[config.mk]
export PLATFORM = sky130hd
export DESIGN_NAME = fifo_wr_arbiter
export DESIGN_NICKNAME = d
export VERILOG_FILES = /design/src/rtl/fifo_wr_arbiter.sv
export SDC_FILE = /design/constraint.sdc
export NUM_CORES = 1
export LEC_CHECK = 0
export BUFFER_PORTS_ARGS = -buffer_cell sky130_fd_sc_hd__buf_2
export CORE_AREA = 2 2 75 77
export CTS_CLUSTER_DIAMETER = 100
export CTS_CLUSTER_SIZE = 20
export DETAILED_ROUTE_END_ITERATION = 8
export DIE_AREA = 0 0 77 79
export PLACE_DENSITY_LB_ADDON = 0.15
export SLEW_MARGIN = 20
export SYNTH_ARGS = -nofsm -noshare
export SYNTH_HDL_FRONTEND = slang
export SYNTH_SLANG_ARGS = --single-unit
[constraint.sdc]
create_clock -name wclk -period 3 [get_ports wclk]
set_input_delay 0.3 -clock wclk [delete_from_list [all_inputs] [get_ports wclk]]
set_output_delay 0.3 -clock wclk [all_outputs]
set_load 0.01 [all_outputs]
[src/rtl/fifo_wr_arbiter.sv]
// -----------------------------------------------------------------------------
// fifo_wr_arbiter
//
// Round-robin arbiter that shares the write port of an asynchronous FIFO
// (winc / wdata / full) between NUM_REQ requesters living in the write clock
// domain. One requester at a time owns the port for a locked burst. The burst
// ends on req_last, after MAX_BURST beats, or when the owner drops valid. One
// idle cycle separates consecutive bursts, and that cycle is used to arbitrate.
//
// Parameters:
//   NUM_REQ    : number of requesters (2..16)
//   DATA_WIDTH : FIFO data width
//   MAX_BURST  : beats per grant before forced re-arbitration (>= 1)
//
// Ports:
//   wclk       in   write-domain clock
//   wrst_n     in   asynchronous active-low reset
//   req_valid  in   per-requester data valid
//   req_data   in   packed data, requester i at [i*DATA_WIDTH +: DATA_WIDTH]
//   req_last   in   final beat of the requester's burst
//   req_ready  out  beat accepted this cycle (one-hot or zero)
//   full       in   FIFO full flag from the write-side control
//   winc       out  FIFO write increment (never high while full is high)
//   wdata      out  FIFO write data (slice of the granted requester)
//   grant_id   out  currently / last granted requester
//   busy       out  a burst grant is active
//   stall_cnt  out  cycles a granted, valid requester was held off by full
//
// Build option:
//   FIFO_WR_ARB_STALL_CNT_EN - when defined, stall_cnt is a saturating 16-bit
//   counter cleared only by reset; otherwise stall_cnt is tied to zero and no
//   counter logic is built.
// -----------------------------------------------------------------------------
module fifo_wr_arbiter #(
    parameter int NUM_REQ    = 4,
    parameter int DATA_WIDTH = 32,
    parameter int MAX_BURST  = 4
) (
    input  logic                          wclk,
    input  logic                          wrst_n,
    input  logic [NUM_REQ-1:0]            req_valid,
    input  logic [NUM_REQ*DATA_WIDTH-1:0] req_data,
    input  logic [NUM_REQ-1:0]            req_last,
    output logic [NUM_REQ-1:0]            req_ready,
    input  logic                          full,
    output logic                          winc,
    output logic [DATA_WIDTH-1:0]         wdata,
    output logic [$clog2(NUM_REQ)-1:0]    grant_id,
    output logic                          busy,
    output logic [15:0]                   stall_cnt
);

    localparam int GW = $clog2(NUM_REQ);
    localparam int BW = $clog2(MAX_BURST + 1);

    // beat_cnt value at which the beat being taken is the last one allowed
    localparam logic [BW-1:0] LAST_BEAT_CNT = BW'(MAX_BURST - 1);
    localparam logic [GW-1:0] LAST_ID       = GW'(NUM_REQ - 1);

    typedef enum logic {
        IDLE  = 1'b0,
        BURST = 1'b1
    } state_t;

    state_t          state_q, state_d;
    logic [GW-1:0]   grant_id_q, grant_id_d;
    logic [GW-1:0]   rr_ptr_q, rr_ptr_d;
    logic [BW-1:0]   beat_cnt_q, beat_cnt_d;

    logic [DATA_WIDTH-1:0] req_word [NUM_REQ];
    logic                  gnt_valid;
    logic                  gnt_last;
    logic                  beat;
    logic                  burst_done;
    logic [GW-1:0]         next_id;
    logic [GW-1:0]         pick_id;

    // -------------------------------------------------------------------------
    // Unpack requester data and build the per-requester ready strobes.
    // -------------------------------------------------------------------------
    for (genvar gi = 0; gi < NUM_REQ; gi++) begin : g_req
        assign req_word[gi]  = req_data[gi*DATA_WIDTH +: DATA_WIDTH];
        assign req_ready[gi] = beat && (grant_id_q == GW'(gi));
    end

    // -------------------------------------------------------------------------
    // Round-robin pick: first set bit at or above ptr, wrapping at NUM_REQ.
    // Only used when at least one valid bit is set.
    // -------------------------------------------------------------------------
    function automatic logic [GW-1:0] rr_pick(input logic [NUM_REQ-1:0] vld,
                                              input logic [GW-1:0]      ptr);
        logic [GW-1:0] sel;
        logic          found;
        int            idx;
        sel   = '0;
        found = 1'b0;
        for (int k = 0; k < NUM_REQ; k++) begin
            idx = int'(ptr) + k;
            if (idx >= NUM_REQ) begin
                idx = idx - NUM_REQ;
            end
            if (!found && vld[idx]) begin
                found = 1'b1;
                sel   = GW'(idx);
            end
        end
        return sel;
    endfunction

    assign pick_id = rr_pick(req_valid, rr_ptr_q);

    // Requester after the current owner; the pointer moves past the owner
    // whenever its burst ends, which is what gives the fairness bound.
    assign next_id = (grant_id_q == LAST_ID) ? '0 : grant_id_q + GW'(1);

    assign gnt_valid  = req_valid[grant_id_q];
    assign gnt_last   = req_last[grant_id_q];

    // full gates the beat combinationally, so a full flag rising mid-burst
    // stalls the very same cycle and winc can never coincide with full.
    assign beat       = (state_q == BURST) && gnt_valid && !full;
    assign burst_done = gnt_last || (beat_cnt_q == LAST_BEAT_CNT);

    // -------------------------------------------------------------------------
    // FSM process 1: state and datapath registers
    // -------------------------------------------------------------------------
    always_ff @(posedge wclk or negedge wrst_n) begin
        if (!wrst_n) begin
            state_q <= IDLE;
        end else begin
            state_q <= state_d;
        end
    end

    always_ff @(posedge wclk or negedge wrst_n) begin
        if (!wrst_n) begin
            grant_id_q <= '0;
            rr_ptr_q   <= '0;
            beat_cnt_q <= '0;
        end else begin
            grant_id_q <= grant_id_d;
            rr_ptr_q   <= rr_ptr_d;
            beat_cnt_q <= beat_cnt_d;
        end
    end

    // -------------------------------------------------------------------------
    // FSM process 2: next-state and register updates
    // -------------------------------------------------------------------------
    always_comb begin
        state_d    = state_q;
        grant_id_d = grant_id_q;
        rr_ptr_d   = rr_ptr_q;
        beat_cnt_d = beat_cnt_q;

        case (state_q)
            IDLE: begin
                // Arbitration cycle: no transfer happens here.
                if (|req_valid) begin
                    grant_id_d = pick_id;
                    beat_cnt_d = '0;
                    state_d    = BURST;
                end
            end

            BURST: begin
                if (!gnt_valid) begin
                    // Owner went away: release without a transfer.
                    state_d    = IDLE;
                    rr_ptr_d   = next_id;
                    beat_cnt_d = '0;
                end else if (beat) begin
                    if (burst_done) begin
                        state_d    = IDLE;
                        rr_ptr_d   = next_id;
                        beat_cnt_d = '0;
                    end else begin
                        beat_cnt_d = beat_cnt_q + BW'(1);
                    end
                end
                // valid && full: hold the grant, beat count frozen.
            end

            default: begin
                state_d = IDLE;
            end
        endcase
    end

    // -------------------------------------------------------------------------
    // FSM process 3: outputs
    // -------------------------------------------------------------------------
    always_comb begin
        winc     = beat;
        busy     = (state_q == BURST);
        wdata    = req_word[grant_id_q];
        grant_id = grant_id_q;
    end

    // -------------------------------------------------------------------------
    // Optional full-stall counter
    // -------------------------------------------------------------------------
`ifdef FIFO_WR_ARB_STALL_CNT_EN
    logic [15:0] stall_cnt_q, stall_cnt_d;
    logic        stall;

    assign stall = (state_q == BURST) && gnt_valid && full;

    always_comb begin
        stall_cnt_d = stall_cnt_q;
        if (stall && (stall_cnt_q != 16'hFFFF)) begin
            stall_cnt_d = stall_cnt_q + 16'd1;
        end
    end

    always_ff @(posedge wclk or negedge wrst_n) begin
        if (!wrst_n) begin
            stall_cnt_q <= '0;
        end else begin
            stall_cnt_q <= stall_cnt_d;
        end
    end

    assign stall_cnt = stall_cnt_q;
`else
    assign stall_cnt = 16'd0;
`endif

endmodule

==> flow_summary.json <==
{
  "cp.required_ps": 2700,
  "row_count": 27,
  "ys_seq_elements": 8,
  "wl_met2_um": 3240,
  "final_hold_viol_count": 0,
  "period_share": 0.755,
  "vias": 1709,
  "ctsHtreeMaxLevel": 1,
  "track_usage": 0.191,
  "wl_per_cell_um": 16.9,
  "top_layer": "met5",
  "initial_core_util": 0.278,
  "n_fill_cell": 576,
  "peakVddDrop_mv": 0.381,
  "clock_skew_ps": 7.00,
  "utilization": 0.456,
  "fin_total_pwr_mw": 1.80,
  "final_cell_mix": "178 x buf_2, 33 x mux4_2, 16 x conb_1, 7 x dfrtp_1, 6 x ha_1",
  "netlist.area_leader.share": 0.501,
  "fmax_mhz": 442,
  "layout-drive-gt1-share": 0.769,
  "cts_buffers": 3,
  "setup_viol": 0,
  "setup.worst_path.end_class": "primary output",
  "area_delta_synth_final_pct": 64.2,
  "synth_area_sq_um": 1480,
  "ys_seq_area_frac": 0.135,
  "r2r_setup_slack_ps": 1050,
  "gp_congestion": 0.776,
  "tightest_slew_ps": 524,
  "regArea_sq_um": 201,
  "path_max_fanout": 18,
  "cap_violations": 0,
  "path_clk_slew_ps": 50,
  "root_buffer": "clkbuf_8",
  "place_area_sq_um": 2380,
  "antenna_found_initial": 2,
  "nets": 436,
  "setup_tns_ps": 0,
  "clock_latency_ps": 220,
  "drt_wl_total_um": 6140,
  "die_width_um": 77,
  "multi_input_area_sq_um": 1150,
  "grt_overflow": 0,
  "worst-setup-path-type": "flop to primary output",
  "maxSlewHeadroom": 0.650,
  "dieArea_sq_um": 6080,
  "synth.avg_cell_area_sq_um": 13.1,
  "dr_wl_met3_um": 490,
  "cts_resized": 0,
  "power_leakage_nw": 1.28,
  "remaining_drc_errors": 0,
  "cts.sinks": 8,
  "first_global_vias": 1708,
  "final_common_cell": "buf_2",
  "ys_warn_count": 0,
  "cp-startpoint": "grant_id[0]",
  "yosysTopAreaCell": "mux4_2",
  "crit_path_end": "req_ready[0]",
  "drtPass1Iterations": 4,
  "grt_max_degree": 19,
  "fp.dieH_um": 79,
  "dp.final_hpwl_um": 5530,
  "synthCells": 113,
  "grt_pass1_wl_um": 9130,
  "r2r-end": "beat_cnt_q[0]",
  "critPathArrivalTime_ps": 1960,
  "r2r_start": "grant_id[0]",
  "cts_tree": "done",
  "reg2reg_depth": 4,
  "io_pins": 195,
  "post-cts-setup-buffers": 0,
  "antenna_left": 0,
  "routed_via_density": 4.71,
  "slew_violations": 0,
  "powerDensity_nw_per_um2": 737,
  "drt-initial-drc-count": 35,
  "wl_met1_um": 2330,
  "fp.coreArea_sq_um": 5340,
  "finalInstanceArea_sq_um": 2440,
  "cp-start-kind": "flop",
  "ys_types": 31,
  "status": "finished clean",
  "port_buffers": 178,
  "ys_top_cells_by_area": "mux4_2 50%, dfrtp_1 13%, buf_4 8.1%",
  "final.min_clock_period_ps": 2260,
  "grt_setup_unrepaired": "no",
  "hold_path.class": "input port to async pin",
  "cts_buffer_depth": 2
}
==> worst max-delay path, cell delays in order (launching register included) <==
cell,delay (ps)
dfrtp_2,630
mux4_2,590
and3_4,220
and2_1,160
buf_2,140
==> how the worst min path moves through the flow <==
stage	from	endpoint	cells after the start
finish	wrst_n	rr_ptr_q[1]	2
global route	req_valid[0]	grant_id[0]	3
CTS	req_valid[0]	grant_id[0]	3
detailed placement	wrst_n	busy	1
global placement	wrst_n	busy	1
floorplan	wrst_n	beat_cnt_q[0]	0
==> cells by family (layout without fill, tap and decap cells) <==
group	after synthesis	in the layout	synth area share
AO/OA/AOI/OAI	11	11	0.0590
multiplexers	40	40	0.551
AND/OR/NAND/NOR	17	17	0.0725
flip-flops	8	8	0.135
buffers and inverters	30	192	0.130
adder cells (fa/ha/maj)	6	6	0.0506
other	1	17	0.00253
==> state kept, by name (all words and copies together) (netlist names) <==
name and count:
beat_cnt_q 3, grant_id 2, rr_ptr_q 2, busy 1
==> Yosys cell counts (all sizes together) <==
| master | n |
|---|---|
| o32a | 1 |
| nand2 | 2 |
| dfrtp | 8 |
| mux2i | 4 |
| o2bb2ai | 1 |
| nand2b | 1 |
| buf | 24 |
| a21oi | 2 |
| mux4 | 33 |
| conb | 1 |
| and3 | 1 |
| o21ai | 1 |
| inv | 5 |
| o21a | 1 |
| a22o | 2 |
| nor3b | 1 |
| ha | 6 |
| nor2b | 4 |
| nor4 | 1 |
| nor2 | 3 |
| a221o | 1 |
| a31oi | 1 |
| clkbuf | 1 |
| and2 | 4 |
| mux2 | 3 |
| a22oi | 1 |
==> layout make-up <==
class,instances,area share
multi-input combinational,90,0.471
timing repair buffer,183,0.382
sequential,8,0.0827
tap,72,0.0370
clock buffer,4,0.0185
inverter,5,0.00770
antenna,1,0.00103
==> layer usage <==
| layer | vias up | global-route usage |
|---|---|---|
| li1 | 783 | - |
| met1 | 841 | 0.232 |
| met2 | 75 | 0.354 |
| met3 | 8 | 0.0455 |
| met4 | 2 | 0.0268 |
| met5 | - | 0 |
==> through the flow <==
step                      setup WS [ps]  hold slack [ps]  instances
after global placement              969              155        357
after global routing                621              463        363
after detailed placement            955              157        357
after floorplan                    1090             4.41        128
final                               736              447        363
after CTS                           706              437        362
==> power breakdown <==
group          internal, mW  leakage (nW)  switching (mW)
clock                0.0920        0.0228          0.0411
sequential            0.150         0.100           0.112
combinational         0.776          1.16           0.624
total                  1.02          1.28           0.777
==> what timing repair did <==
| item | in CTS | in global routing |
|---|---|---|
| hold buffers | 1 | 0 |
| hold endpoints to repair | 8 | 0 |
| setup endpoints to repair | 0 | 0 |
No activity file was read; power rests on OpenSTA's default activity.
